`config.mk`:
```
export PLATFORM = sky130hd
export DESIGN_NAME = user_fpga_format_flat
export DESIGN_NICKNAME = d
export VERILOG_FILES = /design/src/rtl/user_fpga_format_if.sv /design/src/rtl/user_fpga_format.sv /design/src/flat_wrapper.sv
export SDC_FILE = /design/constraint.sdc
export NUM_CORES = 2
export LEC_CHECK = 0
export CAP_MARGIN = 30
export CELL_PAD_IN_SITES_DETAIL_PLACEMENT = 1
export CELL_PAD_IN_SITES_GLOBAL_PLACEMENT = 2
export CORE_MARGIN = 1
export CORE_UTILIZATION = 40
export DETAILED_ROUTE_END_ITERATION = 12
export DONT_BUFFER_PORTS = 1
export PLACE_DENSITY = 0.83
export RECOVER_POWER = 50
export SETUP_SLACK_MARGIN = 0.05
export SLEW_MARGIN = 15
export SYNTH_ARGS = -nofsm -noshare
export SYNTH_HDL_FRONTEND = slang
export SYNTH_SLANG_ARGS = --single-unit
```
`constraint.sdc`:
```
create_clock -name clk -period 9.15 [get_ports clk]
set_input_delay 1.83 -clock clk [delete_from_list [all_inputs] [get_ports clk]]
set_output_delay 1.83 -clock clk [all_outputs]
set_load 0.03 [all_outputs]
```
`src/rtl/user_fpga_format_if.sv`:
```
// Memory request/read port plus host start/done handshake and best-score results.
// Memory is combinational and never stalls the engine; the host sequences starts via ready_2_start.
interface user_fpga_format_if;
    logic        req;
    logic        rd_wr;
    logic [31:0] write_data;
    logic [31:0] read_data;
    logic        set_done;
    logic [6:0]  row;
    logic [6:0]  col;
    logic        tem_win;
    logic        ready_2_start;
    logic [63:0] greatestNCCLog2;
    logic [8:0]  greatestWindowIndex;

    modport master (
        output req, rd_wr, write_data, set_done, row, col, tem_win,
               greatestNCCLog2, greatestWindowIndex,
        input  read_data, ready_2_start
    );

    modport slave (
        input  req, rd_wr, write_data, set_done, row, col, tem_win,
               greatestNCCLog2, greatestWindowIndex,
        output read_data, ready_2_start
    );
endinterface

```
`src/rtl/user_fpga_format.sv`:
```
// Template matcher: Mitchell-log2 NCC score per window, best window written back, then set_done.
// One pixel per cycle plus one score cycle per window; no backpressure (memory answers same cycle).
module user_fpga_format #(
    parameter int TEMP_SIZE    = 4,
    parameter int WIN_PER_SIDE = 16,
    parameter int STEP         = 4
) (
    input logic                clk,
    input logic                rst_n,
    user_fpga_format_if.master bus
);
    localparam logic [63:0] MOST_NEG = 64'h8000_0000_0000_0000;
    localparam logic [6:0]  LAST_PIX = 7'(TEMP_SIZE - 1);
    localparam logic [6:0]  STEP_A   = 7'(STEP);
    localparam logic [8:0]  LAST_WC  = 9'(WIN_PER_SIDE - 1);
    localparam logic [8:0]  LAST_WIN = 9'(WIN_PER_SIDE * WIN_PER_SIDE - 1);

    typedef enum logic [2:0] {IDLE, LOAD_T, READ_W, SCORE, WRITE, DONE} state_t;

    function automatic logic [63:0] mlog2(input logic [31:0] x);
        logic [63:0] r;
        logic [31:0] f;
        r = '0;
        f = '0;
        for (int b = 0; b < 32; b++) begin
            if (x[b]) begin
                r[63:54] = 10'(b);
                f        = x << (32 - b);
            end
        end
        r[53:22] = f;
        return r;
    endfunction

    state_t      state;
    logic        req, rd_wr, set_done, tem_win;
    logic [31:0] write_data;
    logic [6:0]  row, col;
    logic [63:0] best;
    logic [8:0]  best_idx;
    logic [6:0]  pi, pj, base_row, base_col;
    logic [5:0]  tidx;
    logic [8:0]  k, wc;
    logic [31:0] st, stw, sw;
    logic [7:0]  tmpl [64];

    logic [7:0]  pix;
    logic        unused_rd;
    logic        last_pix;
    logic [6:0]  pi_nx, pj_nx;
    logic [15:0] sq_w, prod_tw;
    logic [63:0] score;
    logic        better;

    assign pix       = bus.read_data[7:0];
    assign unused_rd = ^bus.read_data[31:8];
    assign last_pix  = (pi == LAST_PIX) && (pj == LAST_PIX);
    assign pj_nx     = (pj == LAST_PIX) ? 7'd0 : pj + 7'd1;
    assign pi_nx     = (pj == LAST_PIX) ? pi + 7'd1 : pi;
    assign sq_w      = {8'd0, pix} * {8'd0, pix};
    assign prod_tw   = {8'd0, tmpl[tidx]} * {8'd0, pix};

    // A zero sum has no log; such a window can never win.
    assign score  = (mlog2(stw) << 1) - mlog2(st) - mlog2(sw);
    assign better = (stw != 32'd0) && (st != 32'd0) && (sw != 32'd0) &&
                    ($signed(score) > $signed(best));

    assign bus.req                 = req;
    assign bus.rd_wr               = rd_wr;
    assign bus.write_data          = write_data;
    assign bus.set_done            = set_done;
    assign bus.row                 = row;
    assign bus.col                 = col;
    assign bus.tem_win             = tem_win;
    assign bus.greatestNCCLog2     = best;
    assign bus.greatestWindowIndex = best_idx;

    always_ff @(posedge clk) begin
        if (state == LOAD_T) tmpl[tidx] <= pix;
    end

    always_ff @(posedge clk or negedge rst_n) begin
        if (!rst_n) begin
            state <= IDLE;
            req <= 1'b0; rd_wr <= 1'b0; write_data <= '0; set_done <= 1'b0;
            row <= '0; col <= '0; tem_win <= 1'b0;
            best <= MOST_NEG; best_idx <= '0;
            pi <= '0; pj <= '0; tidx <= '0; base_row <= '0; base_col <= '0;
            k <= '0; wc <= '0; st <= '0; stw <= '0; sw <= '0;
        end else begin
            case (state)
                IDLE: begin
                    if (bus.ready_2_start) begin
                        best <= MOST_NEG; best_idx <= '0;
                        st <= '0; stw <= '0; sw <= '0;
                        pi <= '0; pj <= '0; tidx <= '0;
                        req <= 1'b1; rd_wr <= 1'b1; tem_win <= 1'b1;
                        row <= '0; col <= '0;
                        state <= LOAD_T;
                    end
                end
                LOAD_T: begin
                    st <= st + {16'd0, sq_w};
                    if (last_pix) begin
                        pi <= '0; pj <= '0; tidx <= '0;
                        base_row <= '0; base_col <= '0; k <= '0; wc <= '0;
                        tem_win <= 1'b0; row <= '0; col <= '0;
                        state <= READ_W;
                    end else begin
                        pi <= pi_nx; pj <= pj_nx; tidx <= tidx + 6'd1;
                        row <= pi_nx; col <= pj_nx;
                    end
                end
                READ_W: begin
                    stw <= stw + {16'd0, prod_tw};
                    sw  <= sw + {16'd0, sq_w};
                    if (last_pix) begin
                        pi <= '0; pj <= '0; tidx <= '0;
                        req <= 1'b0; rd_wr <= 1'b0;
                        state <= SCORE;
                    end else begin
                        pi <= pi_nx; pj <= pj_nx; tidx <= tidx + 6'd1;
                        row <= base_row + pi_nx; col <= base_col + pj_nx;
                    end
                end
                SCORE: begin
                    if (better) begin
                        best <= score; best_idx <= k;
                    end
                    stw <= '0; sw <= '0;
                    if (k == LAST_WIN) begin
                        req <= 1'b1; rd_wr <= 1'b0; tem_win <= 1'b0;
                        row <= '0; col <= '0;
                        write_data <= {23'd0, better ? k : best_idx};
                        state <= WRITE;
                    end else begin
                        k <= k + 9'd1;
                        req <= 1'b1; rd_wr <= 1'b1;
                        if (wc == LAST_WC) begin
                            wc <= '0; base_col <= '0; base_row <= base_row + STEP_A;
                            row <= base_row + STEP_A; col <= '0;
                        end else begin
                            wc <= wc + 9'd1; base_col <= base_col + STEP_A;
                            row <= base_row; col <= base_col + STEP_A;
                        end
                        state <= READ_W;
                    end
                end
                WRITE: begin
                    req <= 1'b0; rd_wr <= 1'b0; write_data <= '0;
                    set_done <= 1'b1;
                    state <= DONE;
                end
                DONE: begin
                    if (!bus.ready_2_start) begin
                        set_done <= 1'b0;
                        state <= IDLE;
                    end
                end
                default: state <= IDLE;
            endcase
        end
    end
endmodule

```
`src/flat_wrapper.sv`:
```
// flat-port wrapper written by rule: the top's interface ports become plain ports
module user_fpga_format_flat 
#(
    parameter int TEMP_SIZE    = 4,
    parameter int WIN_PER_SIDE = 16,
    parameter int STEP         = 4
)
  (clk, rst_n, bus_req, bus_rd_wr, bus_write_data, bus_set_done, bus_row, bus_col, bus_tem_win, bus_greatestNCCLog2, bus_greatestWindowIndex, bus_read_data, bus_ready_2_start);
  user_fpga_format_if bus_i ();
  input logic clk;
  input logic rst_n;
  output wire logic [$bits(bus_i.req)-1:0] bus_req;
  output wire logic [$bits(bus_i.rd_wr)-1:0] bus_rd_wr;
  output wire logic [$bits(bus_i.write_data)-1:0] bus_write_data;
  output wire logic [$bits(bus_i.set_done)-1:0] bus_set_done;
  output wire logic [$bits(bus_i.row)-1:0] bus_row;
  output wire logic [$bits(bus_i.col)-1:0] bus_col;
  output wire logic [$bits(bus_i.tem_win)-1:0] bus_tem_win;
  output wire logic [$bits(bus_i.greatestNCCLog2)-1:0] bus_greatestNCCLog2;
  output wire logic [$bits(bus_i.greatestWindowIndex)-1:0] bus_greatestWindowIndex;
  input wire logic [$bits(bus_i.read_data)-1:0] bus_read_data;
  input wire logic [$bits(bus_i.ready_2_start)-1:0] bus_ready_2_start;
  assign bus_req = bus_i.req;
  assign bus_rd_wr = bus_i.rd_wr;
  assign bus_write_data = bus_i.write_data;
  assign bus_set_done = bus_i.set_done;
  assign bus_row = bus_i.row;
  assign bus_col = bus_i.col;
  assign bus_tem_win = bus_i.tem_win;
  assign bus_greatestNCCLog2 = bus_i.greatestNCCLog2;
  assign bus_greatestWindowIndex = bus_i.greatestWindowIndex;
  assign bus_i.read_data = bus_read_data;
  assign bus_i.ready_2_start = bus_ready_2_start;
  user_fpga_format #(.TEMP_SIZE(TEMP_SIZE), .WIN_PER_SIDE(WIN_PER_SIDE), .STEP(STEP)) u_core (.clk(clk), .rst_n(rst_n), .bus(bus_i));
endmodule
```
**Yosys cells after proc, flatten, opt, wreduce, memory -nomap -nowiden**

Memories as Yosys holds them, arrays and structs flattened.
Index checks and enable logic that the tools add are counted.

- Register bits after elaboration: 274
- Bits in writable memories: 512
- Output and inout bits: 123
- Word-level logic and storage cells: 330
- Memories kept: 1

- Add/sub/neg operators: 14
- $mul: 2
- Magnitude comparators: 1
- Equality and inequality tests: 17
- Muxes and demuxes: 244
- Reduce and logical (&&, ||, !) cells: 31

Memory list:

| name | words | width | read ports | clocked after memory_dff | write ports | RTL line | text |
|---|---|---|---|---|---|---|---|
| u_core.tmpl | 64 | 8 | 1 | 0 | 1 | user_fpga_format.sv:45 | `logic [7:0] tmpl [64];` |

Operator list:

| kind | count |
|---|---|
| 32-bit two-way mux | 95 |
| 9-bit two-way mux | 36 |
| 10-bit two-way mux | 30 |
| 32-bit case mux with 3 select lines | 2 |
| 64-bit two-way mux | 2 |
| 32-bit case mux with 2 select lines | 2 |
| 64-bit case mux with 2 select lines | 1 |
| 7-bit two-way mux | 14 |
| 32-bit by 16-bit adder with 32-bit output | 3 |
| 32-bit nonzero test | 3 |
| 5-bit two-way mux | 16 |
| 64-bit greater-than comparator | 1 |
| 64-bit by 59-bit subtractor with 64-bit output | 1 |
| 64-bit subtractor | 1 |
| 7-bit case mux with 2 select lines | 4 |
| 7-bit case mux with 4 select lines | 2 |
| 9-bit case mux with 2 select lines | 3 |
| 8-bit by 8-bit multiplier with 16-bit output | 2 |
| 4-bit two-way mux | 8 |
| 3-bit two-way mux | 9 |
| 9-bit by 1-bit adder with 9-bit output, second input constant | 2 |
| 3-bit case mux with 6 select lines | 1 |
| 7-bit by 1-bit adder with 7-bit output, second input constant | 2 |
| 7-bit by 3-bit adder with 7-bit output, second input constant | 2 |
| other kinds (26) | 67 |

**Depth between registers and ports, before layout**

- Word-level depth: 38
- Mapped depth: 38

**Worst setup path before layout**

No wires, ideal clock.

- Path kind: input -> register
- From: in bus_read_data[4]
- To: reg u_core.sw[28]
- Setup time: 0.132 ns
- Arrival time: 7.223 ns
- Setup slack: 1.795 ns
- Stages: 22
- Cell sequence: clkbuf_1 inv_1 fa_1 fa_1 fa_1 fa_1 inv_1 ha_1 nor2b_1 o21a_1 nor2_1 xnor2_1 ha_1 a2111o_1 a2111oi_0 nor2_1 a41o_1 o41ai_1 clkbuf_1 nor4_1 xnor2_1 nor2_1

- Longest elaborated chain between the ends: 3

RTL lines:

| item | RTL line | text |
|---|---|---|
| start, declared | flat_wrapper.sv:21 | `input wire logic [$bits(bus_i.read_data)-1:0] bus_read_data;` |
| 8-bit by 8-bit multiplier with 16-bit output | user_fpga_format.sv:60 | `assign sq_w = {8'd0, pix} * {8'd0, pix};` |
| 32-bit by 16-bit adder with 32-bit output | user_fpga_format.sv:116 | `sw <= sw + {16'd0, sq_w};` |
| 32-bit case mux with 3 select lines | user_fpga_format.sv:91 | `case (state)` |
| end signal, assigned | user_fpga_format.sv:116 |  |
| end, declared | user_fpga_format.sv:44 | `logic [31:0] st, stw, sw;` |

No other way between the ends.
A chain may end at the register's enable or synchronous reset.

**Worst setup path in the final report**

- From: reg u_core.st[0]
- To: reg u_core.best[35], in the netlist u_core.bus.greatestNCCLog2[35]

- Longest elaborated chain between the ends: 37
- Elaborated cells on any way between the ends: 42
- Classes of those cells: 2 x add/sub; 1 x order compare; 1 x eq/ne; 33 x mux; 5 x reduce/logical

RTL lines:

| item | RTL line | text |
|---|---|---|
| start, declared | user_fpga_format.sv:44 |  |
| start signal, assigned | user_fpga_format.sv:103 | `st <= st + {16'd0, sq_w};` |
| 32-bit two-way mux (31 in a row) | user_fpga_format.sv:26 | `if (x[b]) begin` |
| 64-bit subtractor | user_fpga_format.sv:64 | `assign score = (mlog2(stw) << 1) - mlog2(st) - mlog2(sw);` |
| 64-bit by 59-bit subtractor with 64-bit output | user_fpga_format.sv:64 |  |
| 64-bit greater-than comparator | user_fpga_format.sv:66 | `($signed(score) > $signed(best));` |
| 1-bit logical AND | user_fpga_format.sv:65 | `assign better = (stw != 32'd0) && (st != 32'd0) && (sw != 32'd0) &&` |
| 2-bit by 1-bit != test with 1-bit output (no line) | - |  |
| 3-bit AND reduction (no line) | - |  |
| end signal, assigned | user_fpga_format.sv:128 | `best <= score; best_idx <= k;` |
| end, declared | user_fpga_format.sv:39 | `logic [63:0] best;` |

Parallel ways exist; a longest one is shown, timed or not. The select of a mux whose other input is x is not followed.

==> results.yml <==
run_status:
  status: "finished, violations left"
  violations: "capacitance limit, slew limit"
logic_synthesis:
  yosysUniqueCellTypes: 92
  synth_adder_area_share_pct: 9.20
  yosysSeqAreaShare_pct: 40.9
  syn_inst: 5547
  synth-edff-count: 512
  synth.cells.most_frequent: "edfxtp_1, nand2_1, a21oi_1"
  synth_seq_cells: 738
  synth.area.mux_share_pct: 0.861
  async_flop_share_pct: 30.6
  synthSimpleGateAreaFrac_pct: 12.7
  yosys-top-cells-area: "edfxtp_1, dfrtp_1, ha_1"
  synth_top_area_share_pct: 29.9
  yosysTopAreaCell: "edfxtp_1"
  synth_most_common_cell: "edfxtp_1"
  syn_area_per_cell_um2: 9.28
  synth_compound_area_share_pct: 27.3
  synth_xor_area_share_pct: 2.43
  synth_ff_type: "edfxtp_1"
  synth_top_family_by_area: "compound AO/OA/AOI/OAI gates"
  yosys_warnings: 0
  synth_area_um2: 51500
timing:
  setup_viol: 0
  fmax_mhz: 115
  relSlewSlack_pct: -62.0
  setup_ws_ns: 0.490
  tightest_slew_ns: 2.43
  finClkSkew_ns: 0.0586
  finalSetupTns_ns: 0
  fin_crit_ns: 8.66
  period_share_pct: 94.6
  rsz0062_at_grt: "no"
  report.final.slew_viol_count: 100
  hold_viol: 0
clock_tree:
  cts_setup_buffers: 0
  root_buffer: "clkbuf_16"
  numCtsBuffers: 84
  worst_skew_pair.late_latency_ns: 0.72
  cts_num_sinks: 738
  cts_buffer_depth: 3
  clkTransAtPathRegs_ns: 0.06
  htree_num_levels: 3
  cts_tree: "done"
detailed_routing:
  drc_errors: 0
  drt-initial-drc-count: 5143
  ant_nets: 0
  wl_per_cell_um: 27.8
  dr.pass1.iters: 6
  routed_wl_um: 198000
  vias: 46900
  via_per_inst: 6.57
layout:
  seq_area_um2: 21000
  multi_input_area_um2: 27300
  drive_gt1_share_pct: 8.83
  fillers: 14400
  finalNonFillerCells: 7144
  nNetsFinal: 5758
  area_growth_pct: 10.1
  antenna_cells: 0
setup_path:
  slowest_delay_ns: 0.69
  arrival_ns: 9.23
  critPathSlowestCell: "dfrtp_1"
  worstSetupEndpointType: "register"
  cp-start-kind: "register"
  path_common_cell: "a21oi_1"
  critPathRequiredTime_ns: 9.72
  crit_type: "register to register"
  path_max_fanout: 41
die:
  fp.dieH_um: 361
  io_pins: 158
  rows: 131
  dieWidth_um: 361
  coreArea_um2: 128000
  die_area_um2: 130000
  initial_utilization_pct: 40.4
grt:
  grt_pass1_vias: 47200
  grt_max_degree: 227
  antenna_found_initial: 0
  grt_first_pass_wirelength_um: 302000
  track_usage_pct: 29.9
  grt_overflow: 0
placement:
  pre_cts_slack_ns: 0.349
  dpl.cell_count: 6971
  hpwl_um: 134000
  port_buffers: 0
  place.gp.congestion: 0.958
job:
  drv_cap: 3
hold_path:
  hold_class: "register to register"
cells in the final DEF (no fill, tap or decap), types with 77 or more instances in the layout:
cell type,count
edfxtp_1,512
nor3_1,91
clkbuf_16,86
fa_1,111
buf_4,269
nor2_1,419
nand4_1,91
o211ai_1,77
dfrtp_1,222
nand2_1,456
a22oi_1,311
ha_1,201
a211oi_1,119
a21oi_1,432
xnor2_1,96
o21ai_0,341
a22o_1,84
inv_1,264
nand3_1,81
a221oi_1,181
final timing paths:
path	start	endpoint	slack (ns)	cells past startpoint
worst min-delay path	u_core.wc[8]	u_core.wc[8]	0.46	1
worst max-delay path	u_core.st[0]	u_core.bus.greatestNCCLog2[35]	0.49	35
worst max register to register	u_core.st[0]	u_core.bus.greatestNCCLog2[35]	0.49	35
worst min register to register	u_core.wc[8]	u_core.wc[8]	0.46	1
max in group asynchronous	rst_n	u_core.st[31]	7.50	0
min in group asynchronous	rst_n	u_core.stw[22]	0.81	0
layer usage:
| metal | wire length (um) | vias to the layer above | track usage (%) |
|---|---|---|---|
| met5 | 0 | - | 0 |
| met4 | 8390 | 0 | 12.8 |
| met3 | 15000 | 364 | 4.61 |
| met2 | 90500 | 2104 | 46.9 |
| met1 | 84400 | 23800 | 41.0 |
| li1 | - | 20600 | - |
registers in the layout, indices dropped and copies added (netlist names), 7 cells and up:
register                        flops
u_core.bus.greatestNCCLog2         41
u_core.bus.col                      7
u_core.stw                         32
u_core.bus.row                      7
u_core.sw                          32
u_core.bus.greatestWindowIndex      9
u_core.bus.write_data               9
u_core.tmpl                       512
u_core.k                            9
u_core.wc                           9
u_core.pi                           7
u_core.base_col                     7
u_core.st                          32
u_core.pj                           7
cell families after synthesis:
| kind of cell | count (synthesis) |
|---|---|
| compound gates | 2055 |
| xor+xnor | 143 |
| fa+ha+maj | 312 |
| buf+inv | 849 |
| flops | 738 |
| mux | 44 |
| other cells | 1 |
| simple gates | 1405 |
critical path, delay by kind of cell, from the launching register on:
kind                       cells  cell delay [ns]
AOI/OAI and AO/OA             21             4.19
and+or+nand+nor                5             1.25
muxes                          1             0.09
DFF                            1             0.69
adders and majority gates      3             1.22
xor gates and xnor gates       1             0.11
buffers and inverters          4             0.93
layout make-up:
cell class / instances / area share (%)
multi-input combinational: 4006 / 48.2
sequential: 738 / 37.1
clock inverter: 53 / 1.08
timing repair buffer: 288 / 4.00
inverter: 293 / 1.94
tap: 1662 / 3.67
clock buffer: 104 / 4.02
metrics by stage:
step / utilization, % / area (um^2) / hold slack, ns
4_1_cts: 44.3 / 56500 / 0.459
3_5_place_dp: 42.1 / 53600 / 0.448
6_report: 44.4 / 56700 / 0.461
2_1_floorplan: - / 51600 / 0.430
3_3_place_gp: 42.0 / 53600 / 0.453
5_1_grt: 44.4 / 56700 / 0.511
timing repair:
action / CTS / global route
hold buffers: 0 / 0
endpoints found under the setup margin: 0 / 59
resized for setup: 0 / 9
Power is left out: the tool's default activity adds up to more than one toggle a clock period on the data nets, which glitch-free logic cannot reach.
